**config.mk**
```make
export PLATFORM = sky130hd
export DESIGN_NAME = nexys_starship_monster_sched
export DESIGN_NICKNAME = d
export VERILOG_FILES = /design/src/rtl/nexys_starship_monster_sched.sv
export SDC_FILE = /design/constraint.sdc
export NUM_CORES = 1
export LEC_CHECK = 0
export CORE_UTILIZATION = 35
export DETAILED_ROUTE_END_ITERATION = 8
export GPL_ROUTABILITY_DRIVEN = 0
export SYNTH_ARGS = -nofsm -noshare
export SYNTH_HDL_FRONTEND = slang
export SYNTH_SLANG_ARGS = --single-unit
```
**constraint.sdc**
```tcl
create_clock -name Clk -period 4.1 [get_ports Clk]
set_input_delay 0.82 -clock Clk [delete_from_list [all_inputs] [get_ports Clk]]
set_output_delay 0.82 -clock Clk [all_outputs]
set_load 0.01 [all_outputs]
```
**src/rtl/nexys_starship_monster_sched.sv**
```systemverilog
// Monster scheduler for the starship game: spawns, ages and clears monsters at the
// four terminals while the game is in PLAY, and flags game over on any timeout.
module nexys_starship_monster_sched #(
    parameter int          SPAWN_INTERVAL  = 50,
    parameter int          MONSTER_TIMEOUT = 200,
    parameter logic [15:0] LFSR_SEED       = 16'hACE1,
    parameter int          TIMER_W         = 16
) (
    input  logic               Clk,
    input  logic               Reset,
    input  logic               q_Play,
    input  logic               tick,
    input  logic [3:0]         kill_req,
    output logic [3:0]         monster_active,
    output logic               spawn_pulse,
    output logic               game_over,
    output logic [7:0]         kill_count,
    output logic [TIMER_W-1:0] survive_ticks
);

    localparam int SC_W  = $clog2(SPAWN_INTERVAL);
    localparam int AGE_W = $clog2(MONSTER_TIMEOUT);
    localparam logic [SC_W-1:0]  SC_LAST  = SC_W'(SPAWN_INTERVAL - 1);
    localparam logic [AGE_W-1:0] AGE_LAST = AGE_W'(MONSTER_TIMEOUT - 1);

    typedef enum logic [1:0] {IDLE, RUN, DONE} state_t;

    state_t           state, state_next;
    logic [15:0]      lfsr;
    logic [SC_W-1:0]  spawn_cnt;
    logic [AGE_W-1:0] age [4];
    logic [3:0]       kills, expire, spawn_mask;
    logic             timeout, spawn_due, spawn_ok;
    logic [1:0]       spawn_idx, cand;
    logic [8:0]       kill_total;

    // Galois LFSR, x^16+x^14+x^13+x^11; free-running so spawn terminals vary with play timing.
    always_ff @(posedge Clk) begin
        if (Reset) begin
            lfsr <= LFSR_SEED;
        end else begin
            lfsr <= {1'b0, lfsr[15:1]} ^ ({16{lfsr[0]}} & 16'b1011_0100_0000_0000);
        end
    end

    // NOTE: every signal assigned in always_comb gets a default first, so no latch is inferred.
    always_comb begin
        kills  = '0;
        expire = '0;
        if (state == RUN) begin
            kills = kill_req & monster_active;
            for (int i = 0; i < 4; i++) begin
                expire[i] = tick && monster_active[i] && !kill_req[i] && (age[i] == AGE_LAST);
            end
        end
    end

    assign timeout   = |expire;
    assign spawn_due = (state == RUN) && tick && (spawn_cnt == SC_LAST);

    // Scan from the LFSR start terminal; the lowest offset that is free wins.
    always_comb begin
        spawn_ok  = 1'b0;
        spawn_idx = '0;
        cand      = '0;
        for (int k = 3; k >= 0; k--) begin
            cand = lfsr[1:0] + 2'(k);
            if (!monster_active[cand]) begin
                spawn_ok  = 1'b1;
                spawn_idx = cand;
            end
        end
    end

    assign spawn_mask = (spawn_due && spawn_ok) ? (4'b0001 << spawn_idx) : 4'b0000;
    assign kill_total = {1'b0, kill_count} + 9'(kills[0]) + 9'(kills[1])
                      + 9'(kills[2]) + 9'(kills[3]);

    always_ff @(posedge Clk) begin
        if (Reset) begin
            state <= IDLE;
        end else begin
            state <= state_next;
        end
    end

    always_comb begin
        state_next = state;
        case (state)
            IDLE:    if (q_Play) state_next = RUN;
            RUN:     if (!q_Play) state_next = IDLE;
                     else if (timeout) state_next = DONE;
            DONE:    if (!q_Play) state_next = IDLE;
            default: state_next = IDLE;
        endcase
    end

    always_comb begin
        game_over = (state == DONE);
    end

    // NOTE: sequential state uses non-blocking assignments only, so every read sees pre-edge values.
    always_ff @(posedge Clk) begin
        if (Reset || state_next == IDLE) begin
            monster_active <= '0;
            spawn_pulse    <= 1'b0;
            kill_count     <= '0;
            survive_ticks  <= '0;
            spawn_cnt      <= '0;
            // NOTE: the age array is only four small registers, so it is cleared like any other state.
            for (int i = 0; i < 4; i++) age[i] <= '0;
        end else begin
            spawn_pulse <= 1'b0;
            if (state == RUN) begin
                kill_count <= (kill_total > 9'd255) ? 8'hFF : kill_total[7:0];
                for (int i = 0; i < 4; i++) begin
                    if (kills[i]) age[i] <= '0;
                    else if (tick && monster_active[i]) age[i] <= age[i] + AGE_W'(1);
                end
                if (tick) begin
                    if (survive_ticks != '1) survive_ticks <= survive_ticks + TIMER_W'(1);
                    spawn_cnt <= spawn_due ? '0 : spawn_cnt + SC_W'(1);
                end
                // A timeout blanks the board; otherwise apply kills and any new arrival.
                if (timeout) begin
                    monster_active <= '0;
                end else begin
                    monster_active <= (monster_active & ~kills) | spawn_mask;
                    if (spawn_due && spawn_ok) begin
                        age[spawn_idx] <= '0;
                        spawn_pulse    <= 1'b1;
                    end
                end
            end else if (state == DONE) begin
                monster_active <= '0;
            end
        end
    end

endmodule

```
==> reports/results.txt <==
Via/cell ratio: 5.51
GRT Total Usage: 0.165
Die Width: 117 um
Sw Share: 0.232
Count of different cell masters after synthesis: 61
Logic pwr share: 0.062
Compound-cell area share of the yosys netlist: 0.219
Cell area power density: 342 nW/um^2
Pins over their slew limit: 0
DRT Wirelength: 10.4 mm
Max-Cap Viols: 0
Worst-margin pin slew: 0.769 ns
Skew final: 0.00885 ns
P_sw: 430 uW
Required @ worst endpoint: 4.38 ns
Post-CTS Hold Fix Bufs: 0
Clk sink count: 85
Reg2reg end: kill_count[4]$_SDFFE_PP0P_
Post-synth top flop: dfxtp_1
Crit-path most repeated cell: fa_1
Register area: 1700 sq um
Crit Path Category: primary input to register
Clk_lat worst skew: 0.35 ns
Ys Warns: 0
Sequential group share of total power: 0.459
Mux contribution to synthesized area: 0.0112
Tmin final: 3.20 ns
Critical Path AT: 3.48 ns
Async SR Flop Fraction: 0
Crit path capture type: register
Post-Syn Area per Cell: 8.93 sq um
First-pass GRT wire length: 17.5 mm
Area grow syn2layout: 18.0%
Vias: 3948
Min Hold Slack: 0.416 ns
Pin count of the biggest net entering global routing: 33
Period utilization: 0.780
RSZ-0062 raised after global routing: false
Clock power frac: 0.479
FMAX: 313 MHz
Fin nets: 563
Count of cells resized by post-cts repair: 0
CP max FO: 5
RR Startpoint: state[1]$_SDFF_PP0_
CTS tree: built
Final Hold Vio Count: 0
N_diodes: 0
Crit-path slowest cell: clkdlybuf4s50_1
P_leak: 1.78 nW
Rel. slew slack: 0.483
IO Count: 38
Status: complete, no violations
Rows: 41
Post-synth EDFFs: 0
Final setup vio count: 0
DR WL/cell: 14.5 um
Largest family of logic cells by synthesized area: simple AND/OR/NAND/NOR gates
Fill count: 1314
Hold Path Sink: lfsr[5]$_SDFF_PP1_
Pint: 1.42 mW
Die Footprint: 13600 sq um
Max Buffers Root-to-Sink: 2
Placeable Area: 12700 sq um
Drt first pass iters: 4
Drt first-iter violations: 279
Post-Syn Area: 4590 sq um
Hold_sp: lfsr[6]$_SDFF_PP1_
Max IR drop VDD: 0.000305 V
Reg2reg setup slack: 1.19 ns
Slowest stage delay, CP: 0.55 ns
Yosys reg bits: 85
Setup crit start kind: primary input
Xor/xnor share of the synthesized area: 0.0439
R2R cell count: 12
Share of layout cells above drive strength 1: 0.0936
Post-CTS setup buffers: 0
Congestion Overflow GR: 0
CTS root buf: clkbuf_16
Routed Antenna Nets: 0
Final HPWL from detailed placement: 7.19 mm
Initial Util: 0.361
Synth Area in Simple Gates: 0.260
Synth Instances: 514
Vias in the first global route: 3662
Hold Path Class: register to register
Hold Crit Depth: 1
H-tree depth: 3
Initial antenna violation count: 0
Area of the multi-input gates: 2670 sq um
CTS buffer count: 9
Buffers on Ports: 37
Setup TNS Final: 0 ns
Critical path, cell by cell: clkdlybuf4s50_1 -> nand3_1 -> inv_1 -> fa_1 -> fa_1 -> fa_1 -> nand2_1 -> nor2_1 -> nand3_1 -> o21ai_0 -> a21oi_1
Sequential area share after synthesis: 0.371
DRC Markers: 0
Die Height: 117 um
Clock-pin slew on the worst setup and hold paths: 0.06 ns
Syn nets: 537
Synth Area in Adders: 0.0458
==> worst max-delay path: cells and delay by family <==
family,cells,cell delay (ns)
simple gates,4,0.42
buf+inv,2,0.68
compound gates,2,0.19
fa+ha+maj,3,1.38
==> layer usage <==
layer / part of all wire / GRT usage / vias up
met5: 0 / 0 / -
met4: 0.015 / 0.0632 / 0
met3: 0.038 / 0.0389 / 15
met2: 0.48 / 0.281 / 62
met1: 0.46 / 0.202 / 1883
li1: - / - / 1988
==> power groups by stage <==
stage / sequential [mW] / combinational, mW / clock [mW]
global route: 0.852 / 0.125 / 0.941
floorplan: 0.865 / 0.0814 / 0
detailed placement: 0.869 / 0.115 / 0
global placement: 0.868 / 0.114 / 0
CTS: 0.850 / 0.115 / 0.914
finish: 0.850 / 0.114 / 0.886
==> registers in the layout, indices dropped and copies added (netlist names) <==
signal	cells
spawn_pulse	1
state	2
age	32
kill_count	8
spawn_cnt	6
survive_ticks	16
monster_active	4
lfsr	16
==> stage by stage <==
stage | power, mW | setup slack, ns | std cells | util | instance area [sq um]
floorplan | 0.947 | 1.18 | 514 | - | 4590
global placement | 0.983 | 0.585 | 701 | 0.400 | 5090
detailed placement | 0.984 | 0.527 | 701 | 0.400 | 5090
CTS | 1.88 | 0.899 | 717 | 0.426 | 5420
global route | 1.92 | 0.727 | 717 | 0.426 | 5420
finish | 1.85 | 0.902 | 717 | 0.426 | 5420
==> cell usage in the layout (no fill, tap or decap), types with 11 or more instances in the layout <==
cell type / Yosys / final
clkdlybuf4s50_1: 0 / 37
xnor2_1: 14 / 14
nand3_1: 23 / 23
a211oi_1: 29 / 29
a21oi_1: 46 / 46
ha_1: 12 / 12
nor3_1: 20 / 20
nand2_1: 27 / 27
dfxtp_1: 85 / 85
o21ai_0: 21 / 21
nor2_1: 30 / 30
a221oi_1: 11 / 11
and3_1: 12 / 12
==> worst max-delay path by stage <==
stage,from,endpoint,slack (ns),cells past startpoint
global route,kill_req[2],kill_count[4]$_SDFFE_PP0P_,0.73,11
finish,kill_req[2],kill_count[4]$_SDFFE_PP0P_,0.90,11
global placement,kill_req[2],kill_count[4]$_SDFFE_PP0P_,0.59,10
CTS,kill_req[2],kill_count[4]$_SDFFE_PP0P_,0.90,11
detailed placement,kill_req[2],kill_count[1]$_SDFFE_PP0P_,0.53,9
floorplan,state[1]$_SDFF_PP0_,kill_count[1]$_SDFFE_PP0P_,1.18,12
==> synth_stat cells, types with 3 or more instances <==
library cell | instances | area (sq um)
nand3b_1 | 6 | 45.0
or3_1 | 4 | 25.0
nand2_1 | 27 | 101
inv_1 | 10 | 37.5
a21o_1 | 9 | 67.6
mux2i_1 | 4 | 40.0
nor2_1 | 30 | 113
or2_2 | 9 | 56.3
and3_1 | 12 | 75.1
nor3_2 | 3 | 30.0
nand2b_1 | 7 | 43.8
nor2b_1 | 10 | 62.6
xnor2_1 | 14 | 123
fa_1 | 3 | 60.1
a221oi_2 | 4 | 60.1
a31oi_1 | 3 | 18.8
nand3_1 | 23 | 115
nor3b_1 | 5 | 37.5
ha_1 | 12 | 150
o21ai_0 | 21 | 105
xor2_1 | 9 | 78.8
buf_2 | 12 | 60.1
a2bb2oi_1 | 4 | 35.0
a211oi_1 | 29 | 218
nand4b_1 | 5 | 43.8
a221oi_1 | 11 | 96.3
a22oi_1 | 8 | 60.1
nand4_1 | 10 | 62.6
buf_6 | 7 | 78.8
nor4_1 | 7 | 43.8
nor3_1 | 20 | 100
dfxtp_1 | 85 | 1700
clkbuf_1 | 6 | 22.5
nor4bb_1 | 4 | 40.0
a21oi_1 | 46 | 230
==> area by class of cell <==
cell class | count | share of cell area
Clock buffer | 9 | 0.0416
Tap cell | 172 | 0.0397
Inverter | 10 | 0.00693
Clock inverter | 7 | 0.0182
Timing Repair Buffer | 45 | 0.0864
Multi-Input combinational cell | 389 | 0.493
Sequential cell | 85 | 0.314
==> logic make-up after synthesis <==
kind of cell,Yosys count
AOI/OAI and AO/OA,147
and+or+nand+nor,199
adders and majority gates,15
DFF,85
buffers and inverters,40
muxes,5
xor gates and xnor gates,23
No activity file was read; power rests on OpenSTA's default activity.
